`src/rtl/spill_register.sv`:
```
// Spill register: a two-entry elastic buffer that cuts every combinational
// path between the upstream and downstream valid/ready handshakes.
// With Bypass set, it becomes plain wires with no storage.
module spill_register #(
    parameter type  T      = logic,
    parameter logic Bypass = 1'b0
) (
    input  logic clk_i,
    input  logic rst_i,
    input  logic valid_i,
    output logic ready_o,
    input  T     data_i,
    output logic valid_o,
    input  logic ready_i,
    output T     data_o
);

    if (Bypass) begin : g_bypass

        assign valid_o = valid_i;
        assign ready_o = ready_i;
        assign data_o  = data_i;

    end else begin : g_spill

        logic a_full;
        logic b_full;
        T     a_data;
        T     b_data;
        logic a_fill;
        logic a_drain;
        logic b_fill;
        logic b_drain;

        // Slot control. A always empties while B is free, either straight
        // downstream or into B when downstream stalls. B therefore always
        // holds the older word whenever both slots are occupied.
        always_comb begin
            a_fill  = valid_i & ready_o;
            a_drain = a_full & ~b_full;
            b_fill  = a_drain & ~ready_i;
            b_drain = b_full & ready_i;
        end

        // Slot state: reset clears flags and payloads; otherwise update on fill/drain.
        always_ff @(posedge clk_i) begin
            if (rst_i) begin
                a_full <= 1'b0;
                b_full <= 1'b0;
                a_data <= '0;
                b_data <= '0;
            end else begin
                if (a_fill) begin
                    a_data <= data_i;
                end
                if (a_fill | a_drain) begin
                    a_full <= a_fill;
                end
                if (b_fill) begin
                    b_data <= a_data;
                end
                if (b_fill | b_drain) begin
                    b_full <= b_fill;
                end
            end
        end

        // Outputs are driven from registered state only.
        always_comb begin
            ready_o = ~a_full | ~b_full;
            valid_o = a_full | b_full;
            data_o  = b_full ? b_data : a_data;
        end

    end

endmodule

```
`config.mk`:
```
export PLATFORM = sky130hd
export DESIGN_NAME = spill_register
export DESIGN_NICKNAME = d
export VERILOG_FILES = /design/src/rtl/spill_register.sv
export SDC_FILE = /design/constraint.sdc
export NUM_CORES = 1
export LEC_CHECK = 0
export CORE_AREA = 2 2 39 41
export DETAILED_ROUTE_END_ITERATION = 6
export DIE_AREA = 0 0 41 43
export PLACE_DENSITY = 0.39
export SYNTH_ARGS = -nofsm -noshare
export SYNTH_HDL_FRONTEND = slang
export SYNTH_SLANG_ARGS = --single-unit
```
`constraint.sdc`:
```
create_clock -name clk_i -period 0.95 [get_ports clk_i]
set_clock_uncertainty 0.1 [all_clocks]
set_input_delay 0.19 -clock clk_i [delete_from_list [all_inputs] [get_ports clk_i]]
set_output_delay 0.19 -clock clk_i [all_outputs]
set_load 0.01 [all_outputs]
```
==> results.cfg, run 1 <==
[outcome]
status = finished with violations
violations = negative setup slack

[timing]
fmax_mhz = 772
tightest_slew_ps = 167
hold_viol = 0
timing.final.crit_share_pct = 136
rsz0062_at_grt = yes
fin_crit_ps = 1300
max-slew-margin-rel_pct = 88.9
fin_ws_ps = -345
maxSlewViolCount = 0
setup_tns_ps = -1040
setup_viol = 5

[worst_setup_path]
crit_type = flop to output port
crit_buf_inv = 1
worstReg2RegEnd = g_spill.b_data
cp.arrival_ps = 1010
r2r-start = g_spill.a_full
reg2reg_depth = 4
worstSetupEndpointType = output port
required_ps = 660
critical_path.top_delay_family = flip-flops
regToRegSetupSlack_ps = -110
cp_max_fo = 3
crit_chain = mux2_4 -> buf_6
critPathMaxStageDelay_ps = 350
critPathLaunchType = flop
cp_slowest_cell = dfxtp_4

[cells_and_area]
final_common_cell = buf_6
n_fill_cell = 153
final_layout_size_suffix_gt1_share_pct = 60.6
mostFrequentLayoutCells = buf_6, nand2b_1, clkbuf_4, clkdlybuf4s50_1, buf_4
final_util_pct = 27.2
antenna_cells = 0
synthToLayoutAreaGrowth_pct = 108
fin_nets = 39
final_cells = 49

[global_routing]
overflow = 0
grt_pass1_wl_um = 738
antenna_found_initial = 0
grt_use_total_pct = 6.82
grt_max_degree = 5
grt_pass1_vias = 189

[yosys]
netlist_area_um2 = 181
yosys_warnings = 0
syn_inst = 17
syn_nets = 22
ys_types = 10
ys_seq_elements = 4
yosysSeqAreaShare_pct = 44.1
postSynthAreaPerCell_um2 = 10.7

[detailed_routing]
via_count = 183
first_iter_violations = 1
wirelength_um = 411
vias_per_cell = 3.73
route.detailed.drc = 0
detail-route-antenna-nets = 0
firstDrtPassIters = 2
routedWlPerCell_um = 8.39

[job]
maxCapViolCount = 0

[placement]
place.gp.congestion = 0.596
placed_cells = 44
dp_hpwl_um = 319
pre_cts_slack_ps = -441
numPortBuffers = 7

[clock_network]
clock_path_buffers = 2
cts_sinks = 4
ctsRootBufferMaster = clkbuf_4
cts_made_buffers = 3
htree_levels = 1
cts_tree = built
path_clk_slew_ps = 40
insertion_delay_ps = 240

[die]
dieWidth_um = 41
start_util_pct = 13.1
dieHeight_um = 43
placementRows = 14
dieArea_um2 = 1760
ios = 8
coreArea_um2 = 1380

[power]
p_switching_mw = 0.111
clockPowerShare_pct = 46.0
p_leak_nw = 0.159
seq_power_share_pct = 35.4
power-per-cell-area_nw_per_um2 = 1350
ir_worst_vdd_v = 0.000619
p_sw_share_pct = 21.9
p_int_mw = 0.396
p_comb_share_pct = 18.6

[hold_path]
min_path_cells = 3
hp-class = primary input to flop
min_to = g_spill.b_full
hp-start = ready_i
==> metrics by stage <==
stage               instance area, um2  power (mW)  hold slack [ps]
CTS                                370       0.522              382
finish                             377       0.508              217
global placement                   312       0.262              377
floorplan                          191       0.212              149
global route                       377       0.543              217
detailed placement                 312       0.261              376
==> worst max path at each step <==
| stage | start | end | slack (ps) | depth (start not counted) |
|---|---|---|---|---|
| after floorplan | g_spill.b_full | data_o | -2 | 1 |
| final | g_spill.b_full | data_o | -350 | 2 |
| after CTS | g_spill.b_full | data_o | -360 | 2 |
| after global placement | g_spill.b_full | data_o | -440 | 2 |
| after global routing | g_spill.b_full | data_o | -380 | 2 |
| after detailed placement | g_spill.b_full | data_o | -440 | 2 |
==> cells in the mapped netlist <==
cell type,n,area share (%)
nand2_1,1,2.1
nor2_1,1,2.1
or2_1,1,3.5
a21boi_1,1,4.1
nand2b_1,3,10
mux2_2,1,6.2
dfxtp_1,4,44
nor3b_2,2,14
a21oi_1,1,2.8
mux2i_1,2,11
==> cells by family (layout without fill, tap and decap cells) <==
group	Yosys count	in the layout	share of synthesized area, %
AO/OA/AOI/OAI	2	2	6.90
buffers and inverters	0	16	0
AND/OR/NAND/NOR	8	8	31.7
multiplexers	3	3	17.2
flip-flops	4	4	44.1
==> registers in the layout (all words and copies together), names as in the netlist <==
register	cells
g_spill.a_full	1
g_spill.b_data	1
g_spill.b_full	1
g_spill.a_data	1
==> layout make-up <==
cell class	count	area, um2	share of cell area, %
flip-flops and latches	4	85.1	22.6
clock buffers	4	26.3	6.98
multi-input cells	13	124	32.9
repair buffers	12	121	32.2
well taps	16	20.0	5.32
==> power by group through the flow <==
stage	Clock (mW)	Combinational, mW	Sequential, mW
floorplan	0	0.0294	0.183
global placement	0	0.0792	0.182
detailed placement	0	0.0788	0.182
CTS	0.248	0.0947	0.180
global route	0.261	0.102	0.180
finish	0.233	0.0946	0.180
==> per-layer routing <==
metal / routed length, um / up-vias / global-route usage, %
met5: 0 / - / 0
met2: 163 / 10 / 7.19
met4: 14 / 0 / 10.0
met1: 191 / 80 / 8.33
li1: - / 91 / -
met3: 42 / 2 / 2.09
==> timing repair <==
action / 4_1_cts / 5_1_grt
gates resized for setup: 21 / 2
pin swaps: 2 / 0
hold buffers: 0 / 0
endpoints found under the setup margin: 5 / 7
setup buffers: 1 / 0
==> tightest hold or removal path, stage by stage <==
cell            delay, ps
dlymetal6s2s_1        160
buf_4                 140
nor3b_2                30
No activity file was read; power rests on OpenSTA's default activity.
==> run 2: changes to the inputs <==
Settings changed: CTS_CLUSTER_DIAMETER from default to 60, PLACE_DENSITY 0.39 to 0.38.
Clock period 0.95 ns to 1.3 ns, I/O delays scaled along.
==> results.cfg, run 2 (synthesized netlist as in run 1, its figures left out) <==
[outcome]
status = finished with violations
violations = negative setup slack

[worst_setup_path]
regToRegSetupSlack_ps = 160
cp_max_fo = 3
cp_slowest_cell = dfxtp_2
reg2reg_depth = 4
crit_type = flop to output port
cp.arrival_ps = 1030
critPathMaxStageDelay_ps = 330
required_ps = 940
critPathLaunchType = flop
crit_chain = buf_6 -> or2_1 -> buf_2
worstSetupEndpointType = output port

[job]
maxCapViolCount = 0

[clock_network]
cts_setup_buffers = 0
cts_sinks = 4
ctsRootBufferMaster = clkbuf_4
cts_made_buffers = 3
htree_levels = 1
cts_tree = built
cts_hold_buf = 0
path_clk_slew_ps = 40
clock_path_buffers = 2
insertion_delay_ps = 240

[power]
p_leak_nw = 0.140
power_mw = 0.343
power-per-cell-area_nw_per_um2 = 1030
ir_worst_vdd_v = 0.000612

[timing]
maxSlewViolCount = 0
timing.final.crit_share_pct = 107
hold_viol = 0
fin_ws_ps = -87.5
fmax_mhz = 721
max-slew-margin-rel_pct = 87.9
setup_viol = 2
rsz0062_at_grt = yes
tightest_slew_ps = 181
fin_crit_ps = 1390
whs_ps = 378

[detailed_routing]
routedWlPerCell_um = 8.13
first_iter_violations = 5
route.detailed.drc = 0
detail-route-antenna-nets = 0
vias_per_cell = 3.50
firstDrtPassIters = 2
via_count = 168
wirelength_um = 390

[placement]
place.gp.congestion = 0.581
numPortBuffers = 7

[global_routing]
grt_pass1_vias = 182
grt_use_total_pct = 7.24
grt_pass1_wl_um = 724
antenna_found_initial = 0
overflow = 0
grt_max_degree = 5

[cells_and_area]
final_util_pct = 24.0
antenna_cells = 0
final_layout_size_suffix_gt1_share_pct = 46.9
mostFrequentLayoutCells = clkdlybuf4s50_1, buf_4, nand2b_1, clkbuf_4, dfxtp_1
fin_nets = 39
synthToLayoutAreaGrowth_pct = 82.8

[die]
placementRows = 14
start_util_pct = 13.1
coreArea_um2 = 1380
dieHeight_um = 43
ios = 8
dieArea_um2 = 1760
dieWidth_um = 41

[hold_path]
min_path_cells = 2
hp-class = flop to flop
==> run 2: cell types whose count changed in the layout (fill, tap and decap cells not counted), sizes merged <==
cell,delta
clkbuf,-1
clkdlybuf4s50,+1
dlymetal6s2s,-1
==> run 2: timing repair <==
item / 4_1_cts / 5_1_grt
setup endpoints to repair: 3 / 2
gates resized for setup: 16 / 0
pin swaps: 1 / 0
gates cloned: 0 / 0
endpoints found under the hold margin: 0 / 0
==> run 2: final cells by class <==
class,instances,area (um2)
multi-input cells,13,105
fillers,150,1050
clock buffers,3,22.5
flip-flops and latches,4,81.3
repair buffers,12,103
well taps,16,20.0
==> run 2: worst max-delay path, delay by kind of cell, from the launching register on <==
kind	cells	cell delay, ps
buffers and inverters	2	250
flip-flops	1	330
AND/OR/NAND/NOR	1	210
==> run 2: per-stage QoR <==
step | instances | TNS [ps] | setup slack (ps) | cell area, um2
6_report | 48 | -150 | -87.5 | 332
5_1_grt | 48 | -235 | -134 | 332
4_1_cts | 48 | -172 | -97.6 | 332
3_5_place_dp | 45 | -457 | -202 | 309
3_3_place_gp | 45 | -468 | -193 | 309
2_1_floorplan | 17 | 0 | 184 | 181
==> run 2: worst paths after layout <==
check | from | end
hold / removal | g_spill.b_data | g_spill.b_data
setup reg to reg | g_spill.b_full | g_spill.b_data
hold reg to reg | g_spill.b_data | g_spill.b_data
setup / recovery | g_spill.b_full | valid_o
==> run 2: routing by layer <==
| layer | global-route usage, % | vias up | share of wire [%] |
|---|---|---|---|
| li1 | - | 89 | - |
| met1 | 8.39 | 67 | 48 |
| met2 | 6.88 | 12 | 32 |
| met3 | 9.42 | 0 | 20 |
| met4 | 4.00 | 0 | 0 |
| met5 | 0 | - | 0 |
==> run 2: report_power, final <==
| part | switching, mW | internal (mW) | leakage (nW) | total, mW |
|---|---|---|---|---|
| Clock | 0.0520 | 0.103 | 0.0138 | 0.155 |
| Sequential | 0.00362 | 0.129 | 0.0333 | 0.133 |
| Combinational | 0.0180 | 0.0371 | 0.0927 | 0.0551 |
